<file path="src/rtl/bin2bcd_display_pkg.sv">
// Shared types and helpers for the binary-to-BCD display converter.
package bin2bcd_display_pkg;

  typedef enum logic {
    IDLE,
    SHIFT
  } state_e;

  localparam logic [3:0] ERR_NIBBLE = 4'hE;

  // Double-dabble correction: a digit that would reach 10+ after doubling is pre-biased by 3.
  function automatic logic [3:0] add3(input logic [3:0] nib);
    return (nib >= 4'd5) ? nib + 4'd3 : nib;
  endfunction

endpackage

</file>
<file path="src/rtl/bin2bcd_display_bcd_adjust.sv">
// Combinational per-nibble add-3 corrector applied to the whole BCD shift register.
module bin2bcd_display_bcd_adjust
  import bin2bcd_display_pkg::*;
#(
  parameter int unsigned DIGITS = 8
) (
  input  logic [4*DIGITS-1:0] raw,
  output logic [4*DIGITS-1:0] adj
);

  always_comb begin
    adj = '0;
    for (int i = 0; i < DIGITS; i++) begin
      adj[4*i +: 4] = add3(raw[4*i +: 4]);
    end
  end

endmodule

</file>
<file path="src/rtl/bin2bcd_display.sv">
// Iterative double-dabble converter producing a held, packed-nibble display word,
// with a one-cycle raw hex pass-through and sticky decimal overflow flag.
module bin2bcd_display
  import bin2bcd_display_pkg::*;
#(
  parameter int unsigned WIDTH  = 32,
  parameter int unsigned DIGITS = 8
) (
  input  logic                  clk,
  input  logic                  rst_n,
  input  logic                  start,
  input  logic                  hex_mode,
  input  logic [WIDTH-1:0]      value,
  output logic                  busy,
  output logic                  done,
  output logic                  ovf,
  output logic [4*DIGITS-1:0]   disp
);

  localparam int unsigned BW = 4 * DIGITS;
  localparam int unsigned CW = $clog2(WIDTH + 1);

  state_e          state;
  logic [WIDTH-1:0] bin_sr;
  logic [BW-1:0]   bcd_sr;
  logic            ovf_acc;
  logic [CW-1:0]   cnt;

  logic [BW-1:0]   bcd_adj;
  logic [BW-1:0]   bcd_next;
  logic [WIDTH-1:0] bin_next;
  logic            msb_out;
  logic            ovf_next;
  logic [BW-1:0]   hex_word;

  bin2bcd_display_bcd_adjust #(
    .DIGITS (DIGITS)
  ) u_bcd_adjust (
    .raw (bcd_sr),
    .adj (bcd_adj)
  );

  always_comb begin
    msb_out  = bcd_adj[BW-1];
    bcd_next = {bcd_adj[BW-2:0], bin_sr[WIDTH-1]};
    bin_next = {bin_sr[WIDTH-2:0], 1'b0};
    ovf_next = ovf_acc | msb_out;
    hex_word = BW'(value);
  end

  always_ff @(posedge clk or negedge rst_n) begin
    if (!rst_n) begin
      state   <= IDLE;
      busy    <= 1'b0;
      done    <= 1'b0;
      ovf     <= 1'b0;
      disp    <= '0;
      cnt     <= '0;
      bin_sr  <= '0;
      bcd_sr  <= '0;
      ovf_acc <= 1'b0;
    end else begin
      done <= 1'b0;
      case (state)
        IDLE: begin
          if (start) begin
            if (hex_mode) begin
              disp <= hex_word;
              ovf  <= 1'b0;
              done <= 1'b1;
            end else begin
              bin_sr  <= value;
              bcd_sr  <= '0;
              ovf_acc <= 1'b0;
              cnt     <= CW'(WIDTH);
              state   <= SHIFT;
              busy    <= 1'b1;
            end
          end
        end
        SHIFT: begin
          bin_sr  <= bin_next;
          bcd_sr  <= bcd_next;
          ovf_acc <= ovf_next;
          cnt     <= cnt - CW'(1);
          // Final shift: publish result, substituting the error pattern on overflow.
          if (cnt == CW'(1)) begin
            disp  <= ovf_next ? {DIGITS{ERR_NIBBLE}} : bcd_next;
            ovf   <= ovf_next;
            done  <= 1'b1;
            busy  <= 1'b0;
            state <= IDLE;
          end
        end
        default: state <= IDLE;
      endcase
    end
  end

endmodule

</file>
<file path="config.mk">
export PLATFORM = sky130hd
export DESIGN_NAME = bin2bcd_display
export DESIGN_NICKNAME = d
export VERILOG_FILES = /design/src/rtl/bin2bcd_display_pkg.sv /design/src/rtl/bin2bcd_display_bcd_adjust.sv /design/src/rtl/bin2bcd_display.sv
export SDC_FILE = /design/constraint.sdc
export NUM_CORES = 1
export LEC_CHECK = 0
export ABC_AREA = 1
export CAP_MARGIN = 10
export CORE_MARGIN = 1
export CORE_UTILIZATION = 55
export DETAILED_ROUTE_END_ITERATION = 10
export GPL_TIMING_DRIVEN = 0
export PLACE_DENSITY = 0.77
export SLEW_MARGIN = 0
export SYNTH_ARGS = -nofsm -noshare
export SYNTH_HDL_FRONTEND = slang
export SYNTH_SLANG_ARGS = --single-unit
</file>
<file path="constraint.sdc">
create_clock -name clk -period 1.6 [get_ports clk]
set_input_delay 0.24 -clock clk [delete_from_list [all_inputs] [get_ports clk]]
set_output_delay 0.24 -clock clk [all_outputs]
set_load 0.01 [all_outputs]
</file>
==> metrics.txt <==
run status finished with violations; violated checks setup timing; number of cells traversed by the worst register-to-register path 11; critical path's most frequent cell sky130_fd_sc_hd__nand2_8; placement row count 35; crit-path max FO 6; synth cell count leaders 173 x sky130_fd_sc_hd__nand2_1, 107 x sky130_fd_sc_hd__dfrtp_1, 79 x sky130_fd_sc_hd__nor2_1; synthesis-to-finish area growth 30.9%; register bit total from synthesis 107; Post-synth ARST share 1.00; Arr. time, crit path between 1.5 and 2 ns; met2 GRT Util 0.526; number of placed I/O pins a little over 70; power density over the cells around 2100 mW/mm^2; Top Family by Delay on Critical Path simple AND/OR/NAND/NOR gates; total standard cell area after synthesis between 0.005 and 0.006 mm^2; total clock buffers created by CTS 9; fill cell instance count of the final layout 691; Total Nets Final approximately 830; end-of-flow core utilization 0.754; critical path class reg2reg; sum of negative setup slack -0.994 ns; Critical Path Start Type flop; cells taking the most area after synthesis sky130_fd_sc_hd__dfrtp_1 49%, sky130_fd_sc_hd__nand2_1 12%, sky130_fd_sc_hd__nor2_1 5.5%, sky130_fd_sc_hd__inv_1 4.9%, sky130_fd_sc_hd__o21ai_0 4.8%; slew at the pin closest to its max-slew limit approximately 0.6 ns; starting utilization of the core area 0.576; quantity of I/O buffers inserted on ports 70; worst clock skew roughly 0.012 ns; insertion delay of the later-clocked pin in the worst-skew pair between 0.3 and 0.4 ns; vias per cell ~5.8; total congestion overflow after global routing 0; Setup Viol. Count Final 31; leakage power 3.30 nW; element type at the critical path end flop; Pins Over Slew Limit 0; GR met1 Demand/Resource 0.429; Floorplan Core Area 0.00942 mm^2; portion of synthesized cell area occupied by the leading cell type 0.494; Root Buffer sky130_fd_sc_hd__clkbuf_8; area enclosed by the die boundary 0.0103 mm^2; GP Congestion about 0.89; sequential-to-total area share from yosys stat 0.494; global-route met3 utilization 0.0621; TritonCTS clock tree yes; most frequent cell after synthesis sky130_fd_sc_hd__nand2_1; Most Used Layer, Global Route met2; via count of the first global-routing pass a little under 5000; Maximum Capacitance Violations 0; number of antenna violations at the first check in global routing 0; launching point of the worst reg2reg path bcd_sr[29]$_DFFE_PN0P_; number of sinks driven by the clock tree roughly 110; 1st-iter DRT viols 385; class of the tightest hold or removal check in2async; final wirelength about 17 mm; maximum count of clock buffers along a single path 2; maximum number of pins on one net before global-route repair between 60 and 70; Routed Antenna Nets 0; top achievable clock speed between 600 and 700 MHz; worst reg2reg setup slack -0.07 ns; Worst Path Buf+Inv 3; worst slew margin relative to its limit 0.605; total global-route track usage 0.323; Critical Path RT approximately 1.9 ns; number of nets in the synthesized netlist 721; hold violation total from the final report 0; wire length per cell after detailed routing between 15 and 20 um; routed vias 5289; RSZ-0062 raised after global routing yes; average instance area after synthesis between 8 and 9 um^2; clock slew at the register clock pins of the worst setup and hold paths between 0.1 and 0.15 ns; count of flip-flops with a built-in enable after synthesis 0; layout cells sized above 1 0.162; endpoint of the worst-slack reg-to-reg timing path disp[3]$_DFFE_PN0P_; cell with the largest stage delay on the worst path sky130_fd_sc_hd__dfrtp_1; shortest clock period the worst path allows after layout 1.67 ns; horizontal extent of the die slightly above 100 um; top cell type by total area after synthesis sky130_fd_sc_hd__dfrtp_1; series of cell instances along the critical path inv_2, buf_12, ha_4, a21oi_2, nand2_2, nand3_4, nand2_8, nand2_8, clkbuf_16, nor2_2, nor2_1; most common flop cell mapped by yosys sky130_fd_sc_hd__dfrtp_1; DP HPWL roughly 11 mm; Hold WS just under 0.4 ns; YS warnings 0; number of standard cells after synthesis between 600 and 700; Die Y about 100 um; wire length of the first global-routing pass about 25 mm; post-route DRC violation count 0; largest vdd supply drop ~1100 uV; worst setup margin -0.0654 ns; Clock H-tree levels 3; post-route clock period utilization 1.04; path length in cells of the critical path 11; Pre-Repair DR Iteration Count 5; Antenna Diode Count 0; unique cell type count in the Yosys netlist 30; largest stage delay on the critical path around 0.4 ns
-- cell usage in the layout (no fill, tap or decap), types with 10 or more instances in the layout --
cell and count:
sky130_fd_sc_hd__o211ai_1 25, sky130_fd_sc_hd__nor2_1 63, sky130_fd_sc_hd__a21oi_2 12, sky130_fd_sc_hd__buf_4 25, sky130_fd_sc_hd__nand2_1 162, sky130_fd_sc_hd__clkdlybuf4s50_1 69, sky130_fd_sc_hd__nand3_1 37, sky130_fd_sc_hd__clkbuf_8 10
sky130_fd_sc_hd__ha_1 15, sky130_fd_sc_hd__nor2_2 13, sky130_fd_sc_hd__inv_1 65, sky130_fd_sc_hd__o21ai_0 52, sky130_fd_sc_hd__dfrtp_1 107, sky130_fd_sc_hd__nand4_1 14, sky130_fd_sc_hd__buf_2 10
-- area by class of cell --
| type | instances | area [um^2] | area share |
|---|---|---|---|
| buffer | 25 | 169 | 0.0238 |
| clock buffer | 13 | 149 | 0.0210 |
| clock inverter | 3 | 47.5 | 0.00670 |
| inverter | 73 | 284 | 0.0400 |
| multi-input combinational | 462 | 2590 | 0.365 |
| sequential | 107 | 2680 | 0.377 |
| tap | 129 | 161 | 0.0227 |
| timing repair buffer | 99 | 1020 | 0.143 |
-- registers in the layout (all words and copies together), names as in the netlist --
| name | cells |
|---|---|
| cnt | 6 |
| bcd_sr | 32 |
| done | 1 |
| disp | 32 |
| ovf_acc | 1 |
| busy | 1 |
| bin_sr | 32 |
| state | 1 |
| ovf | 1 |
-- where the power goes --
part | switching, mW | internal (mW) | leakage [nW]
Sequential | 0.825 | 3.91 | 1.24
Clock | 0.968 | 0.777 | 0.0978
Combinational | 5.29 | 3.35 | 1.96
-- through the flow --
step           setup slack, ns  std cells  cell area (um^2)  power [mW]
2_1_floorplan            0.153        667              5420        9.26
3_3_place_gp             -3.79        866              6280        11.4
3_5_place_dp            -0.324        867              6310        11.8
4_1_cts                -0.0103        895              6710        13.9
5_1_grt                 -0.130        911              7100        16.1
6_report               -0.0654        911              7100        15.1
-- timing repair --
| action | 4_1_cts | 5_1_grt |
|---|---|---|
| hold buffers | 1 | 0 |
| endpoints found under the hold margin | 42 | 0 |
| gates resized for setup | 25 | 59 |
| endpoints found under the setup margin | 20 | 49 |
| cloned | 0 | 1 |
| buffers inserted | 11 | 15 |
| pin swaps | 7 | 10 |
-- kinds of logic (layout without fill, tap and decap cells) --
kind of cell / after synthesis / after routing / synth area share
adder cells (fa/ha/maj): 18 / 18 / 0.0415
flip-flops: 107 / 107 / 0.494
XOR/XNOR: 3 / 3 / 0.00485
AO/OA/AOI/OAI: 118 / 118 / 0.130
buffers and inverters: 98 / 213 / 0.0775
AND/OR/NAND/NOR: 323 / 323 / 0.252
-- per-layer routing --
| metal | routed length (um) | up-vias |
|---|---|---|
| li1 | - | 2403 |
| met1 | 6660 | 2514 |
| met2 | 7940 | 313 |
| met3 | 1360 | 59 |
| met4 | 648 | 0 |
| met5 | 0 | - |
-- how the worst max path moves through the flow --
stage	end	start	slack (ns)
2_1_floorplan	disp[1]$_DFFE_PN0P_	bcd_sr[28]$_DFFE_PN0P_	0.15
3_3_place_gp	disp[1]$_DFFE_PN0P_	rst_n	-3.79
3_5_place_dp	bin_sr[1]$_DFFE_PN0P_	hex_mode	-0.32
4_1_cts	disp[20]$_DFFE_PN0P_	bcd_sr[29]$_DFFE_PN0P_	-0.01
5_1_grt	disp[9]$_DFFE_PN0P_	bcd_sr[28]$_DFFE_PN0P_	-0.13
6_report	disp[3]$_DFFE_PN0P_	bcd_sr[29]$_DFFE_PN0P_	-0.07
(Power assumes the default switching activity.)
